<file path="src/rtl/dmem_pkg.sv">
// Shared constants for the data-memory port B arbiter: access sizes, FSM encodings, address width.
package dmem_pkg;

  localparam int DMEM_AW = 10;

  localparam logic SIZE_BYTE = 1'b0;
  localparam logic SIZE_WORD = 1'b1;

  localparam logic [0:0] ST_CPU_PRI = 1'b0;
  localparam logic [0:0] ST_LDR_PRI = 1'b1;

endpackage

</file>
<file path="src/rtl/dmem_port_arb_if.sv">
// Bundle of the CPU, loader and BRAM port B signals around the arbiter.
// slave is the arbiter's view; master is the requester/BRAM environment's view.
interface dmem_port_arb_if import dmem_pkg::*; #(parameter int AW = DMEM_AW);

  logic          c_req;
  logic          c_we;
  logic          c_size;
  logic [AW-1:0] c_addr;
  logic [15:0]   c_wdata;
  logic          c_gnt;
  logic          c_rvalid;
  logic [15:0]   c_rdata;
  logic          c_err;

  logic          l_req;
  logic          l_we;
  logic          l_size;
  logic [AW-1:0] l_addr;
  logic [15:0]   l_wdata;
  logic          l_gnt;
  logic          l_rvalid;
  logic [15:0]   l_rdata;
  logic          l_err;

  logic          b_en;
  logic          b_we_h;
  logic          b_we_l;
  logic [AW-2:0] b_addr;
  logic [7:0]    b_din_h;
  logic [7:0]    b_din_l;
  logic [7:0]    b_dout_h;
  logic [7:0]    b_dout_l;

  modport slave (
    input  c_req, c_we, c_size, c_addr, c_wdata,
    output c_gnt, c_rvalid, c_rdata, c_err,
    input  l_req, l_we, l_size, l_addr, l_wdata,
    output l_gnt, l_rvalid, l_rdata, l_err,
    output b_en, b_we_h, b_we_l, b_addr, b_din_h, b_din_l,
    input  b_dout_h, b_dout_l
  );

  modport master (
    output c_req, c_we, c_size, c_addr, c_wdata,
    input  c_gnt, c_rvalid, c_rdata, c_err,
    output l_req, l_we, l_size, l_addr, l_wdata,
    input  l_gnt, l_rvalid, l_rdata, l_err,
    input  b_en, b_we_h, b_we_l, b_addr, b_din_h, b_din_l,
    output b_dout_h, b_dout_l
  );

endinterface

</file>
<file path="src/rtl/dmem_lane_fmt.sv">
// Big-endian byte-lane mapper: request fields to lane enables/data, and registered
// lane data back to aligned read data (even byte lives in the high lane).
module dmem_lane_fmt import dmem_pkg::*; (
  input  logic        we,
  input  logic        size,
  input  logic        a0,
  input  logic [15:0] wdata,
  output logic        we_h,
  output logic        we_l,
  output logic [7:0]  din_h,
  output logic [7:0]  din_l,
  output logic        misaligned,
  input  logic        rd_size,
  input  logic        rd_a0,
  input  logic [7:0]  dout_h,
  input  logic [7:0]  dout_l,
  output logic [15:0] rdata
);

  always_comb begin
    misaligned = (size == SIZE_WORD) && a0;
    if (size == SIZE_WORD) begin
      din_h = wdata[15:8];
      din_l = wdata[7:0];
      we_h  = we && !a0;
      we_l  = we && !a0;
    end else begin
      din_h = wdata[7:0];
      din_l = wdata[7:0];
      we_h  = we && !a0;
      we_l  = we && a0;
    end
  end

  always_comb begin
    if (rd_size == SIZE_WORD) rdata = {dout_h, dout_l};
    else                      rdata = {8'h00, rd_a0 ? dout_l : dout_h};
  end

endmodule

</file>
<file path="src/rtl/dmem_port_arb.sv">
// Port B arbiter/sequencer: CPU normally wins, the loader is promoted after STARVE_MAX denials.
// Define DMEM_ARB_STATS_EN to add saturating grant/conflict counters.
module dmem_port_arb import dmem_pkg::*; #(
  parameter int STARVE_MAX = 4,
  parameter int AW         = DMEM_AW
) (
  input  logic clk,
  input  logic rst,
  dmem_port_arb_if.slave bus
`ifdef DMEM_ARB_STATS_EN
  ,
  output logic [15:0] stat_c_grants,
  output logic [15:0] stat_l_grants,
  output logic [15:0] stat_conflicts
`endif
);

  logic [0:0]    state_q, state_d;
  logic [3:0]    wait_q, wait_d;
  logic          c_win, l_win, any_gnt;
  logic          w_we, w_size;
  logic [AW-1:0] w_addr;
  logic [15:0]   w_wdata;
  logic          fmt_we_h, fmt_we_l, misaligned;
  logic [7:0]    fmt_din_h, fmt_din_l;
  logic          resp_v_q, resp_own_q, resp_we_q, resp_size_q, resp_a0_q, resp_mis_q;
  logic          resp_live;
  logic [15:0]   rd_data, load_data;

  // Reset gates grants immediately so nothing reaches the BRAM during rst.
  always_comb begin
    c_win = 1'b0;
    l_win = 1'b0;
    if (!rst) begin
      if (state_q == ST_CPU_PRI) begin
        if (bus.c_req)      c_win = 1'b1;
        else if (bus.l_req) l_win = 1'b1;
      end else begin
        if (bus.l_req)      l_win = 1'b1;
        else if (bus.c_req) c_win = 1'b1;
      end
    end
  end

  assign any_gnt   = c_win || l_win;
  assign bus.c_gnt = c_win;
  assign bus.l_gnt = l_win;

  assign w_we    = l_win ? bus.l_we    : bus.c_we;
  assign w_size  = l_win ? bus.l_size  : bus.c_size;
  assign w_addr  = l_win ? bus.l_addr  : bus.c_addr;
  assign w_wdata = l_win ? bus.l_wdata : bus.c_wdata;

  dmem_lane_fmt u_fmt (
    .we         (w_we),
    .size       (w_size),
    .a0         (w_addr[0]),
    .wdata      (w_wdata),
    .we_h       (fmt_we_h),
    .we_l       (fmt_we_l),
    .din_h      (fmt_din_h),
    .din_l      (fmt_din_l),
    .misaligned (misaligned),
    .rd_size    (resp_size_q),
    .rd_a0      (resp_a0_q),
    .dout_h     (bus.b_dout_h),
    .dout_l     (bus.b_dout_l),
    .rdata      (rd_data)
  );

  assign bus.b_en    = any_gnt && !misaligned;
  assign bus.b_we_h  = bus.b_en && fmt_we_h;
  assign bus.b_we_l  = bus.b_en && fmt_we_l;
  assign bus.b_addr  = w_addr[AW-1:1];
  assign bus.b_din_h = fmt_din_h;
  assign bus.b_din_l = fmt_din_l;

  // Promotion is decided on the updated count so L wins right after its STARVE_MAX-th denial.
  always_comb begin
    wait_d  = wait_q;
    state_d = state_q;
    if (!bus.l_req || l_win)           wait_d = 4'd0;
    else if (wait_q < 4'(STARVE_MAX))  wait_d = wait_q + 4'd1;
    case (state_q)
      ST_CPU_PRI: if (wait_d == 4'(STARVE_MAX)) state_d = ST_LDR_PRI;
      default:    if (l_win || !bus.l_req)      state_d = ST_CPU_PRI;
    endcase
  end

  always_ff @(posedge clk) begin
    if (rst) begin
      state_q <= ST_CPU_PRI;
      wait_q  <= 4'd0;
    end else begin
      state_q <= state_d;
      wait_q  <= wait_d;
    end
  end

  always_ff @(posedge clk) begin
    if (rst) begin
      resp_v_q    <= 1'b0;
      resp_own_q  <= 1'b0;
      resp_we_q   <= 1'b0;
      resp_size_q <= SIZE_BYTE;
      resp_a0_q   <= 1'b0;
      resp_mis_q  <= 1'b0;
    end else begin
      resp_v_q    <= any_gnt;
      resp_own_q  <= l_win;
      resp_we_q   <= w_we;
      resp_size_q <= w_size;
      resp_a0_q   <= w_addr[0];
      resp_mis_q  <= misaligned;
    end
  end

  // A response registered just before rst rises is dropped rather than presented.
  assign resp_live = resp_v_q && !rst;
  assign load_data = resp_mis_q ? 16'h0000 : rd_data;

  assign bus.c_rvalid = resp_live && !resp_own_q && !resp_we_q;
  assign bus.c_err    = resp_live && !resp_own_q && resp_mis_q;
  assign bus.c_rdata  = bus.c_rvalid ? load_data : 16'h0000;

  assign bus.l_rvalid = resp_live && resp_own_q && !resp_we_q;
  assign bus.l_err    = resp_live && resp_own_q && resp_mis_q;
  assign bus.l_rdata  = bus.l_rvalid ? load_data : 16'h0000;

`ifdef DMEM_ARB_STATS_EN
  logic [15:0] cnt_c, cnt_l, cnt_x;

  always_ff @(posedge clk) begin
    if (rst) begin
      cnt_c <= 16'h0000;
      cnt_l <= 16'h0000;
      cnt_x <= 16'h0000;
    end else begin
      if (c_win && cnt_c != 16'hFFFF)                   cnt_c <= cnt_c + 16'd1;
      if (l_win && cnt_l != 16'hFFFF)                   cnt_l <= cnt_l + 16'd1;
      if (bus.c_req && bus.l_req && cnt_x != 16'hFFFF)  cnt_x <= cnt_x + 16'd1;
    end
  end

  assign stat_c_grants  = cnt_c;
  assign stat_l_grants  = cnt_l;
  assign stat_conflicts = cnt_x;
`endif

endmodule

</file>
<file path="src/flat_wrapper.sv">
// flat-port wrapper written by rule: the top's interface ports become plain ports
module dmem_port_arb_flat import dmem_pkg::*;
#(
  parameter int STARVE_MAX = 4,
  parameter int AW         = DMEM_AW
)
  (clk, rst, bus_c_req, bus_c_we, bus_c_size, bus_c_addr, bus_c_wdata, bus_c_gnt, bus_c_rvalid, bus_c_rdata, bus_c_err, bus_l_req, bus_l_we, bus_l_size, bus_l_addr, bus_l_wdata, bus_l_gnt, bus_l_rvalid, bus_l_rdata, bus_l_err, bus_b_en, bus_b_we_h, bus_b_we_l, bus_b_addr, bus_b_din_h, bus_b_din_l, bus_b_dout_h, bus_b_dout_l);
  dmem_port_arb_if #(.AW(AW)) bus_i ();
  input  logic clk;
  input  logic rst;
  input wire logic [$bits(bus_i.c_req)-1:0] bus_c_req;
  input wire logic [$bits(bus_i.c_we)-1:0] bus_c_we;
  input wire logic [$bits(bus_i.c_size)-1:0] bus_c_size;
  input wire logic [$bits(bus_i.c_addr)-1:0] bus_c_addr;
  input wire logic [$bits(bus_i.c_wdata)-1:0] bus_c_wdata;
  output wire logic [$bits(bus_i.c_gnt)-1:0] bus_c_gnt;
  output wire logic [$bits(bus_i.c_rvalid)-1:0] bus_c_rvalid;
  output wire logic [$bits(bus_i.c_rdata)-1:0] bus_c_rdata;
  output wire logic [$bits(bus_i.c_err)-1:0] bus_c_err;
  input wire logic [$bits(bus_i.l_req)-1:0] bus_l_req;
  input wire logic [$bits(bus_i.l_we)-1:0] bus_l_we;
  input wire logic [$bits(bus_i.l_size)-1:0] bus_l_size;
  input wire logic [$bits(bus_i.l_addr)-1:0] bus_l_addr;
  input wire logic [$bits(bus_i.l_wdata)-1:0] bus_l_wdata;
  output wire logic [$bits(bus_i.l_gnt)-1:0] bus_l_gnt;
  output wire logic [$bits(bus_i.l_rvalid)-1:0] bus_l_rvalid;
  output wire logic [$bits(bus_i.l_rdata)-1:0] bus_l_rdata;
  output wire logic [$bits(bus_i.l_err)-1:0] bus_l_err;
  output wire logic [$bits(bus_i.b_en)-1:0] bus_b_en;
  output wire logic [$bits(bus_i.b_we_h)-1:0] bus_b_we_h;
  output wire logic [$bits(bus_i.b_we_l)-1:0] bus_b_we_l;
  output wire logic [$bits(bus_i.b_addr)-1:0] bus_b_addr;
  output wire logic [$bits(bus_i.b_din_h)-1:0] bus_b_din_h;
  output wire logic [$bits(bus_i.b_din_l)-1:0] bus_b_din_l;
  input wire logic [$bits(bus_i.b_dout_h)-1:0] bus_b_dout_h;
  input wire logic [$bits(bus_i.b_dout_l)-1:0] bus_b_dout_l;
  assign bus_i.c_req = bus_c_req;
  assign bus_i.c_we = bus_c_we;
  assign bus_i.c_size = bus_c_size;
  assign bus_i.c_addr = bus_c_addr;
  assign bus_i.c_wdata = bus_c_wdata;
  assign bus_c_gnt = bus_i.c_gnt;
  assign bus_c_rvalid = bus_i.c_rvalid;
  assign bus_c_rdata = bus_i.c_rdata;
  assign bus_c_err = bus_i.c_err;
  assign bus_i.l_req = bus_l_req;
  assign bus_i.l_we = bus_l_we;
  assign bus_i.l_size = bus_l_size;
  assign bus_i.l_addr = bus_l_addr;
  assign bus_i.l_wdata = bus_l_wdata;
  assign bus_l_gnt = bus_i.l_gnt;
  assign bus_l_rvalid = bus_i.l_rvalid;
  assign bus_l_rdata = bus_i.l_rdata;
  assign bus_l_err = bus_i.l_err;
  assign bus_b_en = bus_i.b_en;
  assign bus_b_we_h = bus_i.b_we_h;
  assign bus_b_we_l = bus_i.b_we_l;
  assign bus_b_addr = bus_i.b_addr;
  assign bus_b_din_h = bus_i.b_din_h;
  assign bus_b_din_l = bus_i.b_din_l;
  assign bus_i.b_dout_h = bus_b_dout_h;
  assign bus_i.b_dout_l = bus_b_dout_l;
  dmem_port_arb #(.STARVE_MAX(STARVE_MAX), .AW(AW)) u_core (.clk(clk), .rst(rst), .bus(bus_i));
endmodule
</file>
<file path="config.mk">
export PLATFORM = sky130hd
export DESIGN_NAME = dmem_port_arb_flat
export DESIGN_NICKNAME = d
export VERILOG_FILES = /design/src/rtl/dmem_pkg.sv /design/src/rtl/dmem_port_arb_if.sv /design/src/rtl/dmem_lane_fmt.sv /design/src/rtl/dmem_port_arb.sv /design/src/flat_wrapper.sv
export SDC_FILE = /design/constraint.sdc
export NUM_CORES = 1
export LEC_CHECK = 0
export CAP_MARGIN = 10
export CORE_UTILIZATION = 30
export DETAILED_ROUTE_END_ITERATION = 7
export PLACE_DENSITY = 0.93
export RECOVER_POWER = 25
export SLEW_MARGIN = 20
export SYNTH_ARGS = -nofsm -noshare
export SYNTH_HDL_FRONTEND = slang
export SYNTH_SLANG_ARGS = --single-unit
</file>
<file path="constraint.sdc">
create_clock -name clk -period 1.6 [get_ports clk]
set_input_delay 0.32 -clock clk [delete_from_list [all_inputs] [get_ports clk]]
set_output_delay 0.32 -clock clk [all_outputs]
set_load 0.005 [all_outputs]
</file>
Word-level counts from Yosys, hierarchy flattened

Cells that the tools add are included.

Reduce and logical (&&, ||, !) cells: 21
Order comparisons: 1
Equal/unequal tests: 1
Add/sub/neg operators: 1
Muxes and demuxes: 24

Operators with widths:

| operator            | count |
|---|---|
| $mux 16             | 5 |
| $mux 8              | 2 |
| $mux 1              | 14 |
| $logic_and 1x1->1   | 13 |
| $mux 10             | 1 |
| $mux 4              | 2 |
| $logic_not 1->1     | 6 |
| $add 4x1->4 const B | 1 |
| $eq 4x3->1 const B  | 1 |
| $lt 4x3->1 const B  | 1 |
| $logic_or 1x1->1    | 2 |

Logic and storage cells: 56
Output and inout bits: 66
Register bits after elaboration: 11

Longest topological paths before layout

Word-level depth: 9
Gate-level depth with buffers: 4
Gate-level depth less buffers: 4

Cells and area by module

Synthesis repeated with hierarchy kept, for this count alone.

Cells, all modules: 191
Area total of the unflattened synthesis: 1570.3 µm²

Modules (own cells, without submodules):

| module        | sequential area each (µm²) | area an instance (µm²) | cells each | instances |
|---|---|---|---|---|
| dmem_port_arb | 220.2                      | 1226.2                 | 153        | 1 |
| dmem_lane_fmt | 0.0                        | 344.1                  | 38         | 1 |

Worst setup path before layout

No wires, ideal clock.

Kind: input to output
Start point: input rst
End point: output bus_b_we_h
Slack: 134 ps
Buffers on the path: 1
Required time: 1280 ps
Arrival time: 1146 ps
Stages: 4
Cells stage by stage: buf_2 or2b_1 o21ai_1 nor4bb_1

Cells in the longest elaborated chain, start to end: 6
Elaborated cells between the ends (all ways): 12
Those cells by class: 5 x mux; 7 x reduce/logical

Ends and longest elaborated chain:

| what                              | RTL line                                 | RTL |
|---|---|---|
| from (decl)                       | flat_wrapper.sv:10                       | `input logic rst;` |
| $mux 1                            | dmem_port_arb.sv:34                      | `if (!rst) begin` |
| $mux 1 or $mux 10 (tied branches) | dmem_port_arb.sv:50, dmem_port_arb.sv:51 |  |
| $logic_and 1x1->1                 | dmem_lane_fmt.sv:21                      | `misaligned = (size == SIZE_WORD) && a0;` |
| $logic_not 1->1                   | dmem_port_arb.sv:71                      | `assign bus.b_en = any_gnt && !misaligned;` |
| $logic_and 1x1->1                 | dmem_port_arb.sv:71                      |  |
| $logic_and 1x1->1 *               | dmem_port_arb.sv:72                      | `assign bus.b_we_h = bus.b_en && fmt_we_h;` |
| to (decl)                         | flat_wrapper.sv:30                       | `output wire logic [$bits(bus_i.b_we_h)-1:0] bus_b_we_h;` |

Mark *: on every way between the ends. The rest lies on a longest branch, timed or not.

Final worst setup path

Start point: register u_core.state_q
End point: output bus_b_addr[4]

Cells in the longest elaborated chain, start to end: 3

Ends and longest elaborated chain:

| what                   | RTL line            | RTL |
|---|---|---|
| from (decl)            | dmem_port_arb.sv:18 | `logic [0:0] state_q, state_d;` |
| from (signal assigned) | dmem_port_arb.sv:95 | `state_q <= state_d;` |
| $mux 1                 | dmem_port_arb.sv:35 | `if (state_q == ST_CPU_PRI) begin` |
| $mux 1                 | dmem_port_arb.sv:34 |  |
| $mux 10                | dmem_port_arb.sv:51 | `assign w_addr = l_win ? bus.l_addr : bus.c_addr;` |
| to (decl)              | flat_wrapper.sv:32  | `output wire logic [$bits(bus_i.b_addr)-1:0] bus_b_addr;` |

Every way passes these cells.

==> results.md <==
- The number of top-level pins is around 140.
- For the worst setup path, the data arrival time is between 1.5 and 2 ns.
- The horizontal extent of the die is 70.5 um.
- The worst endpoint required time is ~1.3 ns.
- Of the total synthesized cell area, the portion taken by AND, OR, NAND and NOR gates is between 20% and 30%.
- The hold buffer count at cts is 0.
- The core outline area is 4440 um2.
- In the global route stage, overall resource usage came out at 26.3%.
- The design draws between 0.001 and 0.0015 W.
- The run finished, with violations left.
- The category of the critical setup timing path is reg -> out.
- The final layout net count is between 400 and 500.
- For this block, the via count after detailed routing is approximately 2.2k.
- Counting flops with a built-in enable in the synthesized netlist gives 0.
- The row count is 24.
- The mean area per synthesized cell is between 8 and 9 um2.
- The final reports fail on design-rule violations, negative setup slack.
- The number of nets with antenna violations after routing is 0.
- The static leakage power is 1.80 nW.
- In this run, the number of DRC markers left after iteration 0 of detailed routing was 78.
- The flip-flop and latch count after synthesis is 11.
- Max-cap violations in this run came to 0.
- The worst setup path is launched from a flop.
- Summing the areas of all compound-gate instances in the mapped netlist gives under 10% of the synthesized area.
- The total of fill cells in the finished design is approximately 260.
- Cells fill between 80 and 90% of the core in the end.
- Entering global routing, the biggest net connects 17 pins.
- The final critical-path setup slack is -0.279 ns.
- The sum of net half-perimeters after detailed placement is approximately 4500 um.
- In this run the number of H-tree levels came out at 1.
- The critical path's slowest cell is sky130_fd_sc_hd__dfxtp_2.
- The final wirelength is 7230 um.
- In this design, the stage delay of the slowest critical-path cell is approximately 0.34 ns.
- The CTS sink count is 11.
- The fraction of registers with async set/reset is 0%.
- The die height is around 70 um.
- The combined buffer and inverter count along the critical path is 3.
- The post-synthesis instance area is between 1000 and 1500 um2.
- In this run the tightest slew margin relative to its limit is 72.9%.
- Measured against the total synthesized area, the mux share comes to 40.9%.
- The tightest min-delay check is of the in -> reg type.
- Timing would allow up to around 530 MHz.
- The clock latency on the worst-skew pair is 0.24 ns.
- The wire length of the first global-routing pass is between 10,000 and 15,000 um.
- The worst setup path is captured at an output port.
- Setup violations remaining at the end of the flow were counted as 57.
- Counting every net in the synthesized netlist gives between 200 and 250.
- The max-slew violation count was 0.
- The maximum root-to-sink buffer count is 2.
- The starting utilization of the core area is 31.6%.
- The repair_antennas step left the layout with diodes totalling 0.
- The number of iterations in the first detailed-routing pass is 6.
- The final critical delay including setup and external delays is approximately 1.9 ns.
- The remaining design rule violation count is 24.
- The via count of the first global-routing pass came to roughly 2.2k.
- The number of antenna violations at the first check in global routing is 0.
- Clock skew on the completed layout was measured at roughly 0.00030 ns.
- After Yosys synthesis, full adders, half adders and majority gates account for less than 1% of the synthesized area.
- The final sum of negative setup slack is -11.46 ns.
- Power spread over the standard cell area amounts to 376 nW/um2.
- The most frequent cell on the critical path is sky130_fd_sc_hd__buf_6.
- The die covers a little under 5000 um2.
- The cell count after synthesis came out at approximately 160.
- The remaining global-route overflow is 0.
- The gate family responsible for the most delay along the worst path is buffers and inverters.
- The routability-driven placement congestion ratio is 0.852.
- The final worst-path cycle share is 117%.
- Setup repair after global routing could not meet its margin everywhere.
- After synthesis, the cell types taking the most area are sky130_fd_sc_hd__mux2i_1 (23%), sky130_fd_sc_hd__mux2_4 (18%), sky130_fd_sc_hd__dfxtp_1 (16%), sky130_fd_sc_hd__and3_1 (7.1%), sky130_fd_sc_hd__nor2_1 (6.1%).
- The final-report hold violation count was 0.
- Of all cell types, the one taking the most synthesized area is sky130_fd_sc_hd__mux2i_1.
- The most used flip-flop cell after synthesis is sky130_fd_sc_hd__dfxtp_1.
- Counting distinct cell types in the post-synthesis netlist gives 41.
- Yosys printed 0 warnings.
- The worst-case IR drop observed on VDD is around 0.5 mV.
- The port buffer count is between 100 and 150.
- The signal on the critical path passes through nand2b_4, nand2_8, buf_8, buf_6, mux2_4, buf_6.
- From synthesis to final layout, the design area changed by 161%.
- After synthesis, the largest family of logic cells by area is multiplexers.
- The share of the yosys chip area belonging to registers is 15.7%.
- The top fanout value on the critical path is 8.
- CTS placed an instance of sky130_fd_sc_hd__clkbuf_8 at the clock tree root.
- In the final routed layout, each cell accounts on average for around 17 um.
- The fraction of synthesized cell area taken by the top area cell type is between 20 and 25%.
- Clock-pin slew was measured on the worst setup and hold paths at around 0.050 ns.
- The fraction of final layout cells with drive strength greater than 1 is a little under three fifths.
- The CTS buffer count is 3.
- Of the total synthesized cell area, the portion taken by XOR and XNOR cells is 1.87%.
- The worst-margin pin slew is between 0.3 and 0.4 ns.
- TritonCTS built the clock tree.
- The via density per instance is between 5 and 6.
-- Yosys cell counts (3+ instances only) --
library cell and count:
sky130_fd_sc_hd__a21oi_1 7, sky130_fd_sc_hd__and3_1 16, sky130_fd_sc_hd__buf_2 4, sky130_fd_sc_hd__dfxtp_1 11, sky130_fd_sc_hd__mux2_4 17, sky130_fd_sc_hd__mux2i_1 32, sky130_fd_sc_hd__nand2_1 4, sky130_fd_sc_hd__nand3_1 3
sky130_fd_sc_hd__nor2_1 23, sky130_fd_sc_hd__nor3_1 3, sky130_fd_sc_hd__nor3b_1 3, sky130_fd_sc_hd__o21ai_0 4
-- tightest hold or removal path: stages --
cell and delay, ns:
sky130_fd_sc_hd__buf_6 0.09, sky130_fd_sc_hd__buf_6 0.11, sky130_fd_sc_hd__a21oi_1 0.05
-- cells by family (layout without fill, tap and decap cells) --
kind of cell    Yosys count  after routing
xor+xnor                  3              3
fa+ha+maj                 1              1
compound gates           16             16
mux                      49             49
buf+inv                  11            219
flops                    11             11
simple gates             70             70
-- metrics by stage --
| step | instance area (um2) | instances | hold WS [ns] | worst slack, ns |
|---|---|---|---|---|
| floorplan | 1410 | 161 | 0.433 | 0.134 |
| global placement | 3060 | 375 | 0.466 | -0.899 |
| detailed placement | 3060 | 375 | 0.481 | -0.938 |
| CTS | 3410 | 411 | 0.419 | -0.303 |
| global route | 3670 | 421 | 0.361 | -0.298 |
| finish | 3670 | 421 | 0.355 | -0.279 |
-- state kept, by name (all words and copies together), names as in the netlist --
| name | cells |
|---|---|
| u_core.wait_q | 4 |
| u_core.resp_a0_q | 1 |
| u_core.resp_mis_q | 1 |
| u_core.resp_own_q | 1 |
| u_core.resp_size_q | 1 |
| u_core.resp_v_q | 1 |
| u_core.resp_we_q | 1 |
| u_core.state_q | 1 |
-- where the power goes --
part / switching [W] / internal, W
logic: 0.000297 / 0.000497
registers: 0.0000111 / 0.000284
clock network: 0.000115 / 0.000176
-- repair_timing --
action / in CTS / in global routing
buffers inserted: 30 / 11
setup endpoints to repair: 71 / 63
gates cloned: 2 / 0
gates resized for setup: 331 / 59
pin swaps: 21 / 9
-- cell type report --
cell class,instances,area [um2],share of cell area (%)
repair buffers,211,1940,52.8
repair inverters,1,11.3,0.307
multi-input cells,139,1360,37.1
flip-flops and latches,11,231,6.30
well taps,52,65.1,1.77
inverters,3,18.8,0.511
clock buffers,4,45.0,1.23
-- routing by layer --
| layer | share of wire [%] | track usage, % | wire (um) |
|---|---|---|---|
| met1 | 32 | 24.8 | 2310 |
| met2 | 55 | 53.8 | 4000 |
| met3 | 9.0 | 5.63 | 654 |
| met5 | 0 | 0 | 0 |
| met4 | 3.6 | 10.4 | 263 |
-- path summary, 6_finish.rpt --
kind,from,to,slack [ns],cells after the start
worst min-delay path,rst,u_core.resp_we_q,0.35,3
worst min register to register,u_core.wait_q[3],u_core.wait_q[3],0.52,2
worst max-delay path,u_core.state_q,bus_b_addr[4],-0.28,6
worst max register to register,u_core.state_q,u_core.wait_q[1],0.17,5
-- cells in the final DEF, fill, tap and decap left out, types with 3 or more instances in the layout --
| cell type | synthesis | layout |
|---|---|---|
| sky130_fd_sc_hd__nand2b_4 | 1 | 3 |
| sky130_fd_sc_hd__mux2i_2 | 0 | 4 |
| sky130_fd_sc_hd__nor2_1 | 23 | 8 |
| sky130_fd_sc_hd__clkdlybuf4s50_1 | 0 | 66 |
| sky130_fd_sc_hd__o21ai_0 | 4 | 4 |
| sky130_fd_sc_hd__a21oi_1 | 7 | 6 |
| sky130_fd_sc_hd__dlygate4sd2_1 | 0 | 7 |
| sky130_fd_sc_hd__mux2i_1 | 32 | 28 |
| sky130_fd_sc_hd__dfxtp_2 | 0 | 3 |
| sky130_fd_sc_hd__dfxtp_1 | 11 | 6 |
| sky130_fd_sc_hd__clkbuf_8 | 0 | 3 |
| sky130_fd_sc_hd__nor2_4 | 0 | 6 |
| sky130_fd_sc_hd__buf_12 | 0 | 3 |
| sky130_fd_sc_hd__nor2_2 | 1 | 10 |
| sky130_fd_sc_hd__and3_4 | 0 | 7 |
| sky130_fd_sc_hd__mux2_4 | 17 | 17 |
| sky130_fd_sc_hd__nand2_1 | 4 | 3 |
| sky130_fd_sc_hd__and3_1 | 16 | 9 |
| sky130_fd_sc_hd__buf_4 | 0 | 33 |
| sky130_fd_sc_hd__nor3b_1 | 3 | 3 |
| sky130_fd_sc_hd__nand3_1 | 3 | 3 |
| sky130_fd_sc_hd__buf_2 | 4 | 37 |
| sky130_fd_sc_hd__nor3_2 | 1 | 3 |
| sky130_fd_sc_hd__buf_6 | 2 | 56 |
No activity file was read; power rests on OpenSTA's default activity.
